### src/rtl/uart_transceiver.sv
// 8N1 UART transceiver: independent TX serializer and RX deserializer
// sharing one clock, with a 2-flop synchronizer on the serial input.
module uart_transceiver #(
  parameter int CLOCK_FREQ = 50_000_000,
  parameter int BAUD_RATE  = 115200
) (
  input  logic       clk,
  input  logic       rst,
  input  logic [7:0] tx_data,
  input  logic       tx_start,
  output logic       tx,
  output logic       tx_busy,
  input  logic       rx,
  output logic [7:0] rx_data,
  output logic       rx_valid
);

  localparam int CLKS_PER_BIT = CLOCK_FREQ / BAUD_RATE;
  localparam int CW =
    (CLKS_PER_BIT > 1) ? $clog2(CLKS_PER_BIT) : 1;
  localparam int HALF =
    (CLKS_PER_BIT / 2 > 0) ? CLKS_PER_BIT / 2 - 1 : 0;
  localparam logic [CW-1:0] BIT_END  = CW'(CLKS_PER_BIT - 1);
  localparam logic [CW-1:0] HALF_END = CW'(HALF);

  typedef enum logic [1:0] {
    S_IDLE,
    S_START,
    S_DATA,
    S_STOP
  } state_t;

  // ---------------- TX ----------------
  state_t          tx_state_q, tx_state_d;
  logic [CW-1:0]   tx_cnt_q, tx_cnt_d;
  logic [2:0]      tx_bit_q, tx_bit_d;
  logic [7:0]      tx_shift_q, tx_shift_d;
  logic            tx_line_q, tx_line_d;
  logic            tx_busy_q, tx_busy_d;

  // TX next state: line level is registered so it changes on state edges
  always_comb begin
    tx_state_d = tx_state_q;
    tx_cnt_d   = tx_cnt_q;
    tx_bit_d   = tx_bit_q;
    tx_shift_d = tx_shift_q;
    tx_line_d  = tx_line_q;
    tx_busy_d  = tx_busy_q;
    unique case (tx_state_q)
      S_IDLE: begin
        tx_line_d = 1'b1;
        tx_busy_d = 1'b0;
        tx_cnt_d  = '0;
        if (tx_start) begin
          tx_shift_d = tx_data;
          tx_line_d  = 1'b0;
          tx_busy_d  = 1'b1;
          tx_state_d = S_START;
        end
      end
      S_START: begin
        if (tx_cnt_q == BIT_END) begin
          tx_cnt_d   = '0;
          tx_bit_d   = '0;
          tx_line_d  = tx_shift_q[0];
          tx_state_d = S_DATA;
        end else begin
          tx_cnt_d = tx_cnt_q + 1'b1;
        end
      end
      S_DATA: begin
        if (tx_cnt_q == BIT_END) begin
          tx_cnt_d = '0;
          if (tx_bit_q == 3'd7) begin
            tx_line_d  = 1'b1;
            tx_state_d = S_STOP;
          end else begin
            tx_bit_d   = tx_bit_q + 1'b1;
            tx_shift_d = {1'b0, tx_shift_q[7:1]};
            tx_line_d  = tx_shift_q[1];
          end
        end else begin
          tx_cnt_d = tx_cnt_q + 1'b1;
        end
      end
      S_STOP: begin
        if (tx_cnt_q == BIT_END) begin
          tx_cnt_d   = '0;
          tx_line_d  = 1'b1;
          tx_busy_d  = 1'b0;
          tx_state_d = S_IDLE;
        end else begin
          tx_cnt_d = tx_cnt_q + 1'b1;
        end
      end
      default: begin
        tx_state_d = S_IDLE;
      end
    endcase
  end

  // TX state register
  always_ff @(posedge clk) begin
    if (!rst) begin
      tx_state_q <= S_IDLE;
      tx_cnt_q   <= '0;
      tx_bit_q   <= '0;
      tx_shift_q <= '0;
      tx_line_q  <= 1'b1;
      tx_busy_q  <= 1'b0;
    end else begin
      tx_state_q <= tx_state_d;
      tx_cnt_q   <= tx_cnt_d;
      tx_bit_q   <= tx_bit_d;
      tx_shift_q <= tx_shift_d;
      tx_line_q  <= tx_line_d;
      tx_busy_q  <= tx_busy_d;
    end
  end

  assign tx      = tx_line_q;
  assign tx_busy = tx_busy_q;

  // ---------------- RX ----------------
  logic            rx_meta_q, rx_sync_q, rx_prev_q;
  state_t          rx_state_q, rx_state_d;
  logic [CW-1:0]   rx_cnt_q, rx_cnt_d;
  logic [2:0]      rx_bit_q, rx_bit_d;
  logic [7:0]      rx_shift_q, rx_shift_d;
  logic [7:0]      rx_data_q, rx_data_d;
  logic            rx_valid_q, rx_valid_d;

  // Synchronizer plus one delayed copy for falling-edge detection
  always_ff @(posedge clk) begin
    if (!rst) begin
      rx_meta_q <= 1'b1;
      rx_sync_q <= 1'b1;
      rx_prev_q <= 1'b1;
    end else begin
      rx_meta_q <= rx;
      rx_sync_q <= rx_meta_q;
      rx_prev_q <= rx_sync_q;
    end
  end

  // RX next state: half-bit offset then mid-bit sampling
  always_comb begin
    rx_state_d = rx_state_q;
    rx_cnt_d   = rx_cnt_q;
    rx_bit_d   = rx_bit_q;
    rx_shift_d = rx_shift_q;
    rx_data_d  = rx_data_q;
    rx_valid_d = rx_valid_q;
    unique case (rx_state_q)
      S_IDLE: begin
        rx_cnt_d = '0;
        if (rx_prev_q && !rx_sync_q) begin
          rx_valid_d = 1'b0;
          rx_state_d = S_START;
        end
      end
      S_START: begin
        if (rx_cnt_q == HALF_END) begin
          rx_cnt_d = '0;
          rx_bit_d = '0;
          if (rx_sync_q) rx_state_d = S_IDLE;
          else           rx_state_d = S_DATA;
        end else begin
          rx_cnt_d = rx_cnt_q + 1'b1;
        end
      end
      S_DATA: begin
        if (rx_cnt_q == BIT_END) begin
          rx_cnt_d   = '0;
          rx_shift_d = {rx_sync_q, rx_shift_q[7:1]};
          if (rx_bit_q == 3'd7) rx_state_d = S_STOP;
          else                  rx_bit_d   = rx_bit_q + 1'b1;
        end else begin
          rx_cnt_d = rx_cnt_q + 1'b1;
        end
      end
      S_STOP: begin
        if (rx_cnt_q == BIT_END) begin
          rx_cnt_d   = '0;
          rx_state_d = S_IDLE;
          if (rx_sync_q) begin
            rx_data_d  = rx_shift_q;
            rx_valid_d = 1'b1;
          end
        end else begin
          rx_cnt_d = rx_cnt_q + 1'b1;
        end
      end
      default: begin
        rx_state_d = S_IDLE;
      end
    endcase
  end

  // RX state register
  always_ff @(posedge clk) begin
    if (!rst) begin
      rx_state_q <= S_IDLE;
      rx_cnt_q   <= '0;
      rx_bit_q   <= '0;
      rx_shift_q <= '0;
      rx_data_q  <= '0;
      rx_valid_q <= 1'b0;
    end else begin
      rx_state_q <= rx_state_d;
      rx_cnt_q   <= rx_cnt_d;
      rx_bit_q   <= rx_bit_d;
      rx_shift_q <= rx_shift_d;
      rx_data_q  <= rx_data_d;
      rx_valid_q <= rx_valid_d;
    end
  end

  assign rx_data  = rx_data_q;
  assign rx_valid = rx_valid_q;

endmodule

### config.mk
export PLATFORM = sky130hd
export DESIGN_NAME = uart_transceiver
export DESIGN_NICKNAME = d
export VERILOG_FILES = /design/src/rtl/uart_transceiver.sv
export SDC_FILE = /design/constraint.sdc
export NUM_CORES = 1
export LEC_CHECK = 0
export ABC_AREA = 1
export BUFFER_PORTS_ARGS = -buffer_cell sky130_fd_sc_hd__buf_2
export CORE_ASPECT_RATIO = 2
export CORE_MARGIN = 8
export CORE_UTILIZATION = 35
export CTS_BUF_LIST = sky130_fd_sc_hd__clkbuf_4 sky130_fd_sc_hd__clkbuf_8
export CTS_CLUSTER_DIAMETER = 50
export DETAILED_ROUTE_END_ITERATION = 8
export PLACE_DENSITY = 0.58
export SLEW_MARGIN = 20
export SYNTH_ARGS = -nofsm -noshare
export SYNTH_HDL_FRONTEND = slang
export SYNTH_SLANG_ARGS = --single-unit
### constraint.sdc
create_clock -name clk -period 2.4 [get_ports clk]
set_input_delay 0 -clock clk [delete_from_list [all_inputs] [get_ports clk]]
set_output_delay 0 -clock clk [all_outputs]
set_load 0.02 [all_outputs]
# After elaboration in Yosys (flattened, before gate mapping)
# Cells that the tools add are included.
dict set report word_totals {
  output_inout_bits 11
  inputBits 12
  wordCells 107
  regBits 58
}
dict set report op_classes {
  n_mux 43
  add_sub_neg 4
  eq_ne 24
  reduce_logical 21
}
# cell n
set ops {}
lappend ops {{9-bit 2-to-1 mux} 3}
lappend ops {{9-bit case mux with 3 select lines} 1}
lappend ops {{2-bit inequality test (second input constant)} 13}
lappend ops {{8-bit 2-to-1 mux} 3}
lappend ops {{2-bit 2-to-1 mux} 11}
lappend ops {{9-bit by 1-bit adder with 9-bit output (second input constant)} 2}
lappend ops {{9-bit == test (second input constant)} 2}
lappend ops {{3-bit 2-to-1 mux} 6}
lappend ops {{9-bit case mux with 2 select lines} 1}
lappend ops {{2-bit case mux with 4 select lines} 2}
lappend ops {{8-bit case mux with 2 select lines} 1}
lappend ops {{4-bit AND reduction} 4}
lappend ops {{3-bit case mux with 2 select lines} 2}
lappend ops {{1-bit 2-to-1 mux} 10}
lappend ops {{5-bit AND reduction} 2}
lappend ops {{2-bit nonzero test} 5}
lappend ops {{9-bit by 8-bit == test with 1-bit output (second input constant)} 1}
lappend ops {{2-bit == test (second input constant)} 4}
lappend ops {{3-bit by 1-bit adder with 3-bit output (second input constant)} 2}
lappend ops {{3-bit == test (second input constant)} 2}
lappend ops {{3-bit AND reduction} 2}
lappend ops {{2-bit by 1-bit == test with 1-bit output (second input constant)} 2}
lappend ops {{2-bit logical NOT} 2}
lappend ops {{1-bit case mux with 2 select lines} 2}
lappend ops {{6 further kinds} 7}

# Depth between registers and ports, before layout
dict set report logic_depth {
  ltp_word 4
  depth_mapped 12
  ltp_nobuf 12
}

# Worst setup path after synthesis
# OpenSTA, ideal clock, no wires.
dict set report synth_timing {
  path_kind {reg-to-reg}
  startpoint {reg tx_state_q[0]}
  endpoint {reg tx_shift_q[4]}
  setup_ns 0.115
  arrival_ns 1.400
  period_less_slack_ns 1.515
  t_required_ns 2.285
  path_stages_with_launch 9
  path_buffers 2
  path_slack_ns 0.885
  path_cell_list {dfxtp_1 inv_1 ha_1 buf_4 o21ai_2 buf_4 nand4_1 nand2_1 nor2_1}
}
dict set report synth_between {
  elab_chain_cells 3
  word_cells_on_any_way 8
  classes_between {eq/ne: 4; mux: 1; reduce/logical: 3}
}
# element line_no
set synth_lines {}
lappend synth_lines {{from (decl)} 34} ;# state_t tx_state_q, tx_state_d;
lappend synth_lines {{from (signal assigned)} 112} ;# tx_state_q <= tx_state_d;
lappend synth_lines {{2-bit == test or 2-bit logical NOT (tied branches)} 49} ;# unique case (tx_state_q)
lappend synth_lines {{2-bit inequality test (no line) or 2-bit nonzero test (tied branches)} n/a}
lappend synth_lines {{4-bit AND reduction (no line)} n/a}
lappend synth_lines {{to (signal assigned)} 115} ;# tx_shift_q <= tx_shift_d;
lappend synth_lines {{to (decl)} 37} ;# logic [7:0] tx_shift_q, tx_shift_d;
# Several ways; a longest one is shown, not always the timed one.
# A chain may end at the register's enable or synchronous reset.

# Final worst setup path
dict set report layout_timing {
  startpoint {reg tx_state_q[0]}
  endpoint {reg tx_shift_q[6]}
}
# Same word-level chain as after synthesis.

==> reports/qor.tcl <==
set qor(critPathMaxFanout) 16
set qor(route.detailed.vias_per_inst) 4.78
set qor(detail-route-antenna-nets) 0
set qor(nNetsFinal) 422
set qor(clock_tree_from_tritoncts) {yes}
set qor(first_global_vias) 2419
set qor(critical_path_class) {register to register}
set qor(vertical_die_dimension_um) 145
set qor(timing.final.max_slew_violations) 0
set qor(worst_clock_skew_ns) 0.00595
set qor(die-width_um) 80.5
set qor(postRouteWirelength_mm) 5.74
set qor(worst_hold_slack_ns) 0.0253
set qor(finish.instance_area_um2) 3270
set qor(cts.repair.resized) 0
set qor(final_setup_tns_ns) 0
set qor(synth_top_area_cell) {sky130_fd_sc_hd__dfxtp_1}
set qor(drc) 0
set qor(syn_inst) 371
set qor(cell_with_the_most_instances_after_synthesis) {sky130_fd_sc_hd__nand2_1}
set qor(hpwl_after_dpl_mm) 4.22
set qor(cts-root-buf) {sky130_fd_sc_hd__clkbuf_8}
set qor(finalWeightedCongestion) 0.810
set qor(synth.net_count) 397
set qor(place_area_um2) 3060
set qor(yosysSeqAreaShare) 0.399
set qor(critPathRequiredTime_ns) 2.64
set qor(grt_overflow) 0
set qor(mappedNetlistArea_um2) 2910
set qor(detail_route.wl_per_cell_um) 11.5
set qor(timing.max_cap.violations) 0
set qor(post_synth_top_area_share) 0.399
set qor(io-pin-count) 23
set qor(cts_inserted_buffers) 9
set qor(clock-sinks) 58
set qor(synth-seq-cells) 58
set qor(leakagePower_nw) 1.37
set qor(synth_flop_cell) {sky130_fd_sc_hd__dfxtp_1}
set qor(drt-initial-drc-count) 75
set qor(layout_worst_path_cycle_share) 0.801
set qor(detail_route.first_pass.iterations) 4
set qor(postSynthAreaPerCell_um2) 7.85
set qor(relSlewSlack) 0.580
set qor(max-vdd-ir-drop_mv) 0.553
set qor(n_antenna_cell) 0
set qor(ys_warn_count) 0
set qor(hold_class) {primary input to register}
set qor(start_util) 0.356
set qor(crit_path_end_kind) {register}
set qor(largest_net_degree_at_the_start_of_global_routing) 29
set qor(dieArea_um2) 11700
set qor(postSynth.asyncResetShare) 0
set qor(count_of_buffers_from_port_buffering) 22
set qor(antenna_violations_before_repair) 0
set qor(core-area_um2) 8170
set qor(grt_util_all_layers) 0.109
set qor(final_layout_size_suffix_gt1_frac) 0.173
set qor(post_cts_clock_slew_at_the_launch_and_capture_registers_of_the_worst_setup_and_hold_paths_ns) 0.06
set qor(synth_edf_count) 0
set qor(post_cts_buffers) 0
set qor(pwr_density_cell_nw_per_um2) 955
set qor(synth.top_cells.by_count) {71 x sky130_fd_sc_hd__nand2_1, 58 x sky130_fd_sc_hd__dfxtp_1, 43 x sky130_fd_sc_hd__inv_1, 41 x sky130_fd_sc_hd__nor2_1, 20 x sky130_fd_sc_hd__a21oi_1}
set qor(grt_setup_unrepaired) {false}
set qor(grt_first_pass_wirelength_mm) 10.3
set qor(total_power_mw) 3.12
set qor(routed-via-count) 2375
set qor(crit_arrival_ns) 2.16
set qor(synth.lib_cells_used.distinct) 42
set qor(clock_path_buffers) 2
set qor(number_of_hold_buffers_added_after_cts) 2
set qor(crit_path_start_kind) {register}
set qor(fmaxAchievable_ghz) 0.520
set qor(ys_top_cells_by_area) {sky130_fd_sc_hd__dfxtp_1 40%, sky130_fd_sc_hd__nand2_1 9.1%, sky130_fd_sc_hd__ha_1 6.0%, sky130_fd_sc_hd__inv_1 5.5%, sky130_fd_sc_hd__nor2_1 5.3%}
set qor(finalWorstPathRequiredPeriod_ns) 1.92
set qor(status) {completed}
set qor(clkLatencyLatePin_ns) 0.34
set qor(timing_worst_slew_pin_value_ns) 0.630
set qor(setup_viol) 0
set qor(hold_viol) 0
set qor(syn_to_final_growth_pct) 12.2
set qor(number_of_core_rows) 47
set qor(cts.htree.levels) 3
[report_power, final]
group	switching (mW)	internal, mW	total [mW]
Sequential	0.0830	1.09	1.17
Clock	0.367	0.520	0.887
Combinational	0.656	0.404	1.06
Total	1.11	2.02	3.12
[metrics by stage]
step	util	instances	setup slack, ns
6_report	0.400	497	0.477
2_1_floorplan	-	371	0.885
5_1_grt	0.400	497	0.325
3_3_place_gp	0.374	481	0.558
4_1_cts	0.400	497	0.482
3_5_place_dp	0.374	481	0.511
[kinds of logic (layout without fill, tap and decap cells)]
logic type	Yosys count	after routing	synth area share
and+or+nand+nor	174	174	0.300
buffers and inverters	59	87	0.0975
DFF	58	58	0.399
AOI/OAI and AO/OA	54	54	0.105
adders and majority gates	14	14	0.0601
muxes	7	7	0.0241
xor gates and xnor gates	5	5	0.0150
[area by class of cell]
| cell class | instances | area, µm² |
|---|---|---|
| clock buffers | 11 | 151 |
| clock inverters | 3 | 40.0 |
| fillers | 875 | 4910 |
| inverters | 46 | 173 |
| multi-input cells | 254 | 1470 |
| flip-flops and latches | 58 | 1160 |
| well taps | 98 | 123 |
| repair buffers | 27 | 153 |
[per-layer routing]
| metal | vias to the layer above | share of wire | GRT usage |
|---|---|---|---|
| met2 | 27 | 0.57 | 0.195 |
| met3 | 8 | 0.020 | 0.0316 |
| met1 | 1096 | 0.39 | 0.102 |
| li1 | 1244 | - | - |
| met4 | 0 | 0.023 | 0.0661 |
| met5 | - | 0 | 0 |
[worst max-delay path, stage by stage (launching register included)]
cell                      delay [ns]
sky130_fd_sc_hd__dfxtp_1        0.37
sky130_fd_sc_hd__inv_1          0.10
sky130_fd_sc_hd__ha_1           0.42
sky130_fd_sc_hd__o21ai_2        0.61
sky130_fd_sc_hd__nand4_1        0.17
sky130_fd_sc_hd__nand2_1        0.09
sky130_fd_sc_hd__nor2_1         0.04
[flip-flops by register name, summed over array words and instances (netlist names), 2 cells and up, named ones only]
register    flops
tx_state_q      2
tx_cnt_q        9
rx_shift_q      8
tx_shift_q      8
rx_data         8
rx_cnt_q        9
tx_bit_q        3
rx_bit_q        3
[cells in the final DEF (no fill, tap or decap), types with 3 or more instances in the layout]
cell,count
sky130_fd_sc_hd__a21oi_1,20
sky130_fd_sc_hd__a31oi_1,9
sky130_fd_sc_hd__buf_2,22
sky130_fd_sc_hd__buf_4,3
sky130_fd_sc_hd__clkbuf_8,11
sky130_fd_sc_hd__dfxtp_1,58
sky130_fd_sc_hd__ha_1,14
sky130_fd_sc_hd__inv_1,43
sky130_fd_sc_hd__inv_2,3
sky130_fd_sc_hd__mux2i_1,7
sky130_fd_sc_hd__nand2_1,71
sky130_fd_sc_hd__nand2_2,6
sky130_fd_sc_hd__nand3_1,19
sky130_fd_sc_hd__nand4_1,11
sky130_fd_sc_hd__nor2_1,41
sky130_fd_sc_hd__nor2_4,3
sky130_fd_sc_hd__nor3_1,4
sky130_fd_sc_hd__o21ai_0,17
sky130_fd_sc_hd__or2_2,3
sky130_fd_sc_hd__xor2_1,4
[worst paths after layout]
path / end / cells past startpoint / startpoint / slack, ns
worst max-delay path: tx_shift_q[6]$_SDFFE_PN0P_ / 6 / tx_state_q[0]$_SDFFE_PN0P_ / 0.48
worst min-delay path: tx_shift_q[7]$_SDFFE_PN0P_ / 5 / tx_data[7] / 0.03
worst max register to register: tx_shift_q[6]$_SDFFE_PN0P_ / 6 / tx_state_q[0]$_SDFFE_PN0P_ / 0.48
worst min register to register: rx_sync_q$_SDFF_PN1_ / 1 / rx_meta_q$_SDFF_PN1_ / 0.41
No activity file was read; power rests on OpenSTA's default activity.
